$ cat src/rtl/apu_ch1_pkg.sv
// ============================================================================
// Module   : apu_ch1_pkg
// Purpose  : Shared constants and NR10 field layout for sound channel 1.
// Revision : 1.0
// ============================================================================
`default_nettype none

package apu_ch1_pkg;

   localparam logic [10:0] FREQ_MAX = 11'd2047;

   typedef struct packed {
      logic [2:0] period;
      logic       neg;
      logic [2:0] shift;
   } ch1_sweep_cfg_t;

endpackage

`default_nettype wire

$ cat src/rtl/ch1_period_timer.sv
// ============================================================================
// Module   : ch1_period_timer
// Purpose  : Channel-1 period up-counter; pulses duty_clk_o once per period.
// Revision : 1.0
// ============================================================================
`default_nettype none

module ch1_period_timer
   import apu_ch1_pkg::*;
#(
   parameter int FREQ_W = 11
) (
   input  logic              clk,
   input  logic              rst,
   input  logic              tick_i,
   input  logic              reload_i,
   input  logic [FREQ_W-1:0] freq_i,
   output logic              duty_clk_o
);

   localparam logic [FREQ_W-1:0] c_TMR_TOP = FREQ_W'(FREQ_MAX);

   logic [FREQ_W-1:0] tmr_q;
   logic [FREQ_W-1:0] tmr_d;
   logic              duty_q;
   logic              duty_d;

   // A trigger reload takes precedence over a coincident tick and suppresses the pulse.
   always_comb begin
      tmr_d  = tmr_q;
      duty_d = 1'b0;
      if (reload_i) begin
         tmr_d = freq_i;
      end else if (tick_i) begin
         if (tmr_q == c_TMR_TOP) begin
            tmr_d  = freq_i;
            duty_d = 1'b1;
         end else begin
            tmr_d = tmr_q + 1'b1;
         end
      end
   end

   always_ff @(posedge clk) begin
      if (rst) begin
         tmr_q  <= '0;
         duty_q <= 1'b0;
      end else begin
         tmr_q  <= tmr_d;
         duty_q <= duty_d;
      end
   end

   assign duty_clk_o = duty_q;

endmodule

`default_nettype wire

$ cat src/rtl/ch1_sweep_freq.sv
// ============================================================================
// Module   : ch1_sweep_freq
// Purpose  : Channel-1 frequency register, NR10 sweep unit and period timer.
// Revision : 1.0
// ============================================================================
`default_nettype none

module ch1_sweep_freq
   import apu_ch1_pkg::*;
#(
   parameter int FREQ_W      = 11,
   parameter int SWEEP_CTR_W = 3
) (
   input  logic              clk,
   input  logic              apu_reset,
   input  logic              tick_1mhz,
   input  logic              tick_128hz,
   input  logic [7:0]        d,
   input  logic              wr_ff10,
   input  logic              wr_ff13,
   input  logic              wr_ff14,
   input  logic              ch1_restart,
   output logic [FREQ_W-1:0] ch1_freq,
   output logic              ch1_duty_clk,
   output logic              ch1_sweep_ovf
);

   localparam int                  c_SCTR_W    = SWEEP_CTR_W + 1;
   localparam logic [c_SCTR_W-1:0] c_SCTR_DFLT = c_SCTR_W'(2 ** SWEEP_CTR_W);
   localparam logic [c_SCTR_W-1:0] c_SCTR_ONE  = c_SCTR_W'(1);

   ch1_sweep_cfg_t    cfg_q,     cfg_d;
   logic [FREQ_W-1:0] freq_q,    freq_d;
   logic [FREQ_W-1:0] shadow_q,  shadow_d;
   logic [c_SCTR_W-1:0] sctr_q,  sctr_d;
   logic              en_q,      en_d;
   logic              ovf_q,     ovf_d;
   logic              recheck_q, recheck_d;

   logic [FREQ_W:0]   w_calc_freq;
   logic [FREQ_W:0]   w_calc_shd;
   logic              w_ovf_freq;
   logic              w_ovf_shd;
   logic [c_SCTR_W-1:0] w_sctr_reload;
   logic              w_step;

   function automatic logic [FREQ_W:0] f_calc(input logic [FREQ_W-1:0] src,
                                              input ch1_sweep_cfg_t    cfg);
      logic [FREQ_W:0] base;
      logic [FREQ_W:0] delta;
      base  = {1'b0, src};
      delta = base >> cfg.shift;
      return cfg.neg ? (base - delta) : (base + delta);
   endfunction

   // Carry out of the 11-bit range is exactly "next > 2047" for additive sweeps.
   assign w_calc_freq   = f_calc(freq_q, cfg_q);
   assign w_calc_shd    = f_calc(shadow_q, cfg_q);
   assign w_ovf_freq    = !cfg_q.neg && w_calc_freq[FREQ_W];
   assign w_ovf_shd     = !cfg_q.neg && w_calc_shd[FREQ_W];
   assign w_sctr_reload = (cfg_q.period == 3'd0) ? c_SCTR_DFLT : c_SCTR_W'(cfg_q.period);

   always_comb begin
      cfg_d     = cfg_q;
      freq_d    = freq_q;
      shadow_d  = shadow_q;
      sctr_d    = sctr_q;
      en_d      = en_q;
      ovf_d     = ovf_q;
      recheck_d = 1'b0;
      w_step    = 1'b0;

      if (ch1_restart) begin
         shadow_d = freq_q;
         sctr_d   = w_sctr_reload;
         en_d     = (cfg_q.period != 3'd0) || (cfg_q.shift != 3'd0);
         ovf_d    = (cfg_q.shift != 3'd0) && w_ovf_freq;
      end else begin
         if (recheck_q && w_ovf_shd) begin
            ovf_d = 1'b1;
         end
         if (tick_128hz) begin
            if (sctr_q <= c_SCTR_ONE) begin
               sctr_d = w_sctr_reload;
               w_step = 1'b1;
            end else begin
               sctr_d = sctr_q - 1'b1;
            end
         end
         if (w_step && en_q && (cfg_q.period != 3'd0) && !ovf_q) begin
            if (w_ovf_shd) begin
               ovf_d = 1'b1;
            end else if (cfg_q.shift != 3'd0) begin
               freq_d    = w_calc_shd[FREQ_W-1:0];
               shadow_d  = w_calc_shd[FREQ_W-1:0];
               recheck_d = 1'b1;
            end
         end
      end

      // CPU bytes overlay whatever the sweep produced in the same cycle.
      if (wr_ff13) begin
         freq_d[7:0] = d;
      end
      if (wr_ff14) begin
         freq_d[FREQ_W-1:8] = d[FREQ_W-9:0];
      end
      if (wr_ff10) begin
         cfg_d = d[6:0];
      end
   end

   always_ff @(posedge clk) begin
      if (apu_reset) begin
         cfg_q     <= '0;
         freq_q    <= '0;
         shadow_q  <= '0;
         sctr_q    <= '0;
         en_q      <= 1'b0;
         ovf_q     <= 1'b0;
         recheck_q <= 1'b0;
      end else begin
         cfg_q     <= cfg_d;
         freq_q    <= freq_d;
         shadow_q  <= shadow_d;
         sctr_q    <= sctr_d;
         en_q      <= en_d;
         ovf_q     <= ovf_d;
         recheck_q <= recheck_d;
      end
   end

   ch1_period_timer #(
      .FREQ_W (FREQ_W)
   ) u_timer (
      .clk        (clk),
      .rst        (apu_reset),
      .tick_i     (tick_1mhz),
      .reload_i   (ch1_restart),
      .freq_i     (freq_q),
      .duty_clk_o (ch1_duty_clk)
   );

   assign ch1_freq      = freq_q;
   assign ch1_sweep_ovf = ovf_q;

endmodule

`default_nettype wire

$ cat config.mk
export PLATFORM = sky130hd
export DESIGN_NAME = ch1_sweep_freq
export DESIGN_NICKNAME = d
export VERILOG_FILES = /design/src/rtl/apu_ch1_pkg.sv /design/src/rtl/ch1_period_timer.sv /design/src/rtl/ch1_sweep_freq.sv
export SDC_FILE = /design/constraint.sdc
export NUM_CORES = 1
export LEC_CHECK = 0
export ABC_AREA = 1
export ABC_CLOCK_PERIOD_IN_PS = 3600
export CAP_MARGIN = 40
export CORE_MARGIN = 2
export CORE_UTILIZATION = 55
export DETAILED_ROUTE_END_ITERATION = 7
export HOLD_SLACK_MARGIN = 0.12
export PLACE_DENSITY = 0.75
export SYNTH_ARGS = -nofsm -noshare
export SYNTH_HDL_FRONTEND = slang
export SYNTH_SLANG_ARGS = --single-unit
$ cat constraint.sdc
create_clock -name clk -period 3.6 [get_ports clk]
set_input_delay 0.54 -clock clk [delete_from_list [all_inputs] [get_ports clk]]
set_output_delay 0.54 -clock clk [all_outputs]
set_load 0.02 [all_outputs]
==> summary.txt <==
Clocking
  • Clock sink total: 48
  • Hold-fix buffers, CTS: 0
  • Cell at the root of the clock tree: sky130_fd_sc_hd__clkbuf_8
  • Maximum buffer depth of the clock tree: 2
  • Inserted Clock Buffers: 5
  • Latest clock arrival within the worst-skew pair: 0.31 ns
  • Post-CTS clock slew at the launch and capture registers of the worst setup and hold paths: 0.10 ns
  • CTS H-tree depth: 2
  • CTS tree: built

Worst setup path
  • Startpoint types: flop
  • Critical-path maximum fanout: 7
  • Kind of critical path: flop to flop
  • Required time at the endpoint of the critical path: 3.81 ns
  • Endpoint type of the worst setup path: flop
  • CP arrival: 3.72 ns

Drt
  • DRT iter0 DRCs: 547
  • Count of vias placed by the detailed router: 5059
  • Average routed wire per standard cell: 16.4 um
  • First-pass iteration count of the detailed router: 6
  • Residual DRC: 0
  • Vias/cell: 5.86
  • Routed WL: 14100 um
  • Detail Route Antenna Nets: 0

Place
  • Instance area after placement: 4850 um^2
  • Post-DP HPWL: 10200 um
  • Port Buffers: 28
  • Cells after DPL: 838
  • Setup WS pre-CTS: -0.0927 ns
  • RD Place Congestion: 0.953

Layout
  • Fillers: 671
  • Number of standard cells in the final layout excluding fillers: 863
  • Post-route standard cell area excluding fillers: 5460 um^2
  • Fraction of layout cells with a size suffix above 1: 17.6%
  • Area overhead of the layout relative to synthesis: 25.1%
  • Antenna fix cells: 0
  • Number of nets in the layout: 803

STA
  • Setup skew after layout: 0.0131 ns
  • Final TNS setup: 0 ns
  • Max-Slew Margin vs Limit: 54.8%
  • Peak Freq: 0.286 GHz
  • Worst slew pin tran: 0.676 ns
  • Final critical-path required period: 3.50 ns
  • Hold violation count in the final report: 0
  • Final setup fails: 0
  • Share of the clock period used by the worst path after layout: 97.3%
  • Max-slew violation total from the final report: 0
  • Setup slack of the critical path after layout: 0.0987 ns

GRT
  • Global-route usage over all layers: 31.7%
  • Largest net degree at the start of global routing: 34
  • First-pass GRT wire length: 21800 um
  • Initial antenna violation count: 0
  • Total overflow reported by the global router: 0
  • Vias in the first global route: 4504

Run status
  • Result of the run: finished clean

Floorplanning
  • Row count: 32
  • Die Height: 93.1 um
  • Floorplan Core Area: 7730 um^2
  • DIE WIDTH: 93.1 um
  • Effective utilization at floorplan: 56.5%
  • Die outline area: 8670 um^2
  • Number of primary I/O pins: 29

Flow run
  • Number of violations of the max-capacitance limit: 0

Logic synthesis
  • Synthesis-stage register bit count: 48
  • Mapped Nets: 749
  • Leading post-synthesis cells by cell area: sky130_fd_sc_hd__dfxtp_1, sky130_fd_sc_hd__nand2_1, sky130_fd_sc_hd__nand3_1, sky130_fd_sc_hd__o21ai_0, sky130_fd_sc_hd__ha_1
  • Dominant cell type by area after synthesis: sky130_fd_sc_hd__dfxtp_1
  • Number of distinct library cell variants in the gate-level netlist after synthesis: 43
  • Synthesized area per cell: 6.19 um^2
  • Yosys warns: 0
  • Number of instances in the synthesized netlist: 706
  • Portion of the post-synthesis area used by sequential elements: 22.0%
  • Proportion of netlist area held by the largest area contributor: 22.0%
  • Netlist area before placement: 4370 um^2

Pwr
  • Leakage power: 2.36 nW
  • Post-route total power: 3.59 mW
  • Pwr Density: 657 nW/um^2
  • Maximum VDD drop: 0.397 mV

Worst hold path
  • Worst hold-check path type: flop to flop
metrics by stage:
step | utilization, % | hold WS (ns)
after detailed placement | 62.8 | 0.498
after global placement | 62.8 | 0.489
final | 70.7 | 0.519
after floorplan | - | 0.467
after global routing | 70.7 | 0.543
after CTS | 64.6 | 0.512
cell usage after synthesis (all sizes together):
cell type / count
and2: 1
dfxtp: 48
nor2: 60
nand3: 82
xor2: 14
nand2: 171
buf: 9
a211oi: 3
a22o: 1
fa: 1
o211ai: 5
xnor2: 12
nand3b: 4
o21ai: 77
clkinv: 1
nor3: 9
o21bai: 1
or2: 3
ha: 26
nand4: 16
a31oi: 5
a21oi: 54
inv: 77
clkbuf: 17
o21a: 3
a311oi: 3
o31ai: 1
a221oi: 1
o221a: 1
layer usage:
metal | wire, um | track usage (%) | up-vias
met5 | 0 | 0 | -
met4 | 232 | 6.86 | 0
met3 | 1060 | 3.22 | 24
met2 | 6660 | 52.9 | 218
met1 | 6160 | 44.3 | 2339
li1 | - | - | 2478
state kept, by name, indices dropped and copies added (netlist names):
signal,count
en_q,1
u_timer.tmr_q,11
u_timer.duty_clk_o,1
sctr_q,4
ch1_freq,11
shadow_q,11
cfg_q,7
recheck_q,1
ch1_sweep_ovf,1
what timing repair did:
action | CTS | global route
cloned | 0 | 3
pin swaps | 1 | 28
setup buffers | 2 | 12
setup endpoints to repair | 12 | 24
resized for setup | 1 | 86
path summary, 6_finish.rpt:
path	from	end	slack [ns]	depth (start not counted)
setup / recovery	cfg_q[0]$_SDFFE_PP0P_	ch1_freq[8]$_SDFFE_PP0P_	0.1	23
hold / removal	sctr_q[3]$_SDFFE_PP0P_	sctr_q[3]$_SDFFE_PP0P_	0.52	2
setup reg to reg	cfg_q[0]$_SDFFE_PP0P_	ch1_freq[8]$_SDFFE_PP0P_	0.1	23
hold reg to reg	sctr_q[3]$_SDFFE_PP0P_	sctr_q[3]$_SDFFE_PP0P_	0.52	2
power by group:
group          internal, mW  total, mW  switching (mW)
Clock                 0.227      0.423           0.196
Sequential            0.615      0.740           0.125
Combinational         0.963       2.43            1.46
cells in the final DEF (no fill, tap or decap), types with 5 or more instances in the layout:
master / synthesis / final
sky130_fd_sc_hd__a21oi_1: 54 / 50
sky130_fd_sc_hd__a31oi_1: 5 / 5
sky130_fd_sc_hd__buf_4: 3 / 38
sky130_fd_sc_hd__clkbuf_8: 0 / 6
sky130_fd_sc_hd__clkdlybuf4s50_1: 0 / 28
sky130_fd_sc_hd__dfxtp_1: 48 / 44
sky130_fd_sc_hd__ha_1: 26 / 23
sky130_fd_sc_hd__inv_1: 69 / 67
sky130_fd_sc_hd__inv_2: 8 / 9
sky130_fd_sc_hd__nand2_1: 166 / 149
sky130_fd_sc_hd__nand2_2: 4 / 16
sky130_fd_sc_hd__nand2_4: 1 / 5
sky130_fd_sc_hd__nand3_1: 78 / 69
sky130_fd_sc_hd__nand3_2: 3 / 10
sky130_fd_sc_hd__nand4_1: 15 / 15
sky130_fd_sc_hd__nor2_1: 52 / 48
sky130_fd_sc_hd__nor2_2: 7 / 6
sky130_fd_sc_hd__nor2_4: 1 / 6
sky130_fd_sc_hd__nor3_1: 9 / 8
sky130_fd_sc_hd__o211ai_1: 5 / 5
sky130_fd_sc_hd__o21ai_0: 67 / 58
sky130_fd_sc_hd__o21ai_1: 9 / 13
sky130_fd_sc_hd__xnor2_1: 12 / 11
sky130_fd_sc_hd__xor2_1: 14 / 14
area by class of cell:
cell class,count,area (um^2),area share (%)
sequential,48,968,17.7
clock inverter,2,38.8,0.710
inverter,78,295,5.40
multi-input combinational,555,3280,60.0
tap,102,128,2.34
clock buffer,6,82.6,1.51
timing repair buffer,72,673,12.3
cell families after synthesis:
kind of cell / count (synthesis) / share of synthesized area (%)
XOR/XNOR: 26 / 5.21
flip-flops: 48 / 22.0
AO/OA/AOI/OAI: 155 / 19.6
adder cells (fa/ha/maj): 27 / 7.90
buffers and inverters: 104 / 9.76
AND/OR/NAND/NOR: 346 / 35.6
worst max-delay path, stage by stage (launching register included):
cell,delay (ns)
sky130_fd_sc_hd__dfxtp_4,0.40
sky130_fd_sc_hd__clkbuf_16,0.16
sky130_fd_sc_hd__nand2_1,0.09
sky130_fd_sc_hd__nand3_1,0.12
sky130_fd_sc_hd__nand3_1,0.11
sky130_fd_sc_hd__nand2_2,0.10
sky130_fd_sc_hd__nor2_4,0.15
sky130_fd_sc_hd__nand2_4,0.09
sky130_fd_sc_hd__nor2_4,0.12
sky130_fd_sc_hd__a21oi_2,0.06
sky130_fd_sc_hd__xnor2_1,0.27
sky130_fd_sc_hd__inv_1,0.13
sky130_fd_sc_hd__ha_4,0.27
sky130_fd_sc_hd__a21oi_2,0.15
sky130_fd_sc_hd__nor2_1,0.05
sky130_fd_sc_hd__nor2_1,0.09
sky130_fd_sc_hd__nand4_1,0.19
sky130_fd_sc_hd__o21bai_4,0.27
sky130_fd_sc_hd__nand3_4,0.16
sky130_fd_sc_hd__nand3_4,0.15
sky130_fd_sc_hd__nand2_2,0.12
sky130_fd_sc_hd__nand2_1,0.05
sky130_fd_sc_hd__nand2_1,0.05
sky130_fd_sc_hd__nor2_1,0.05
No activity file was read; power rests on OpenSTA's default activity.
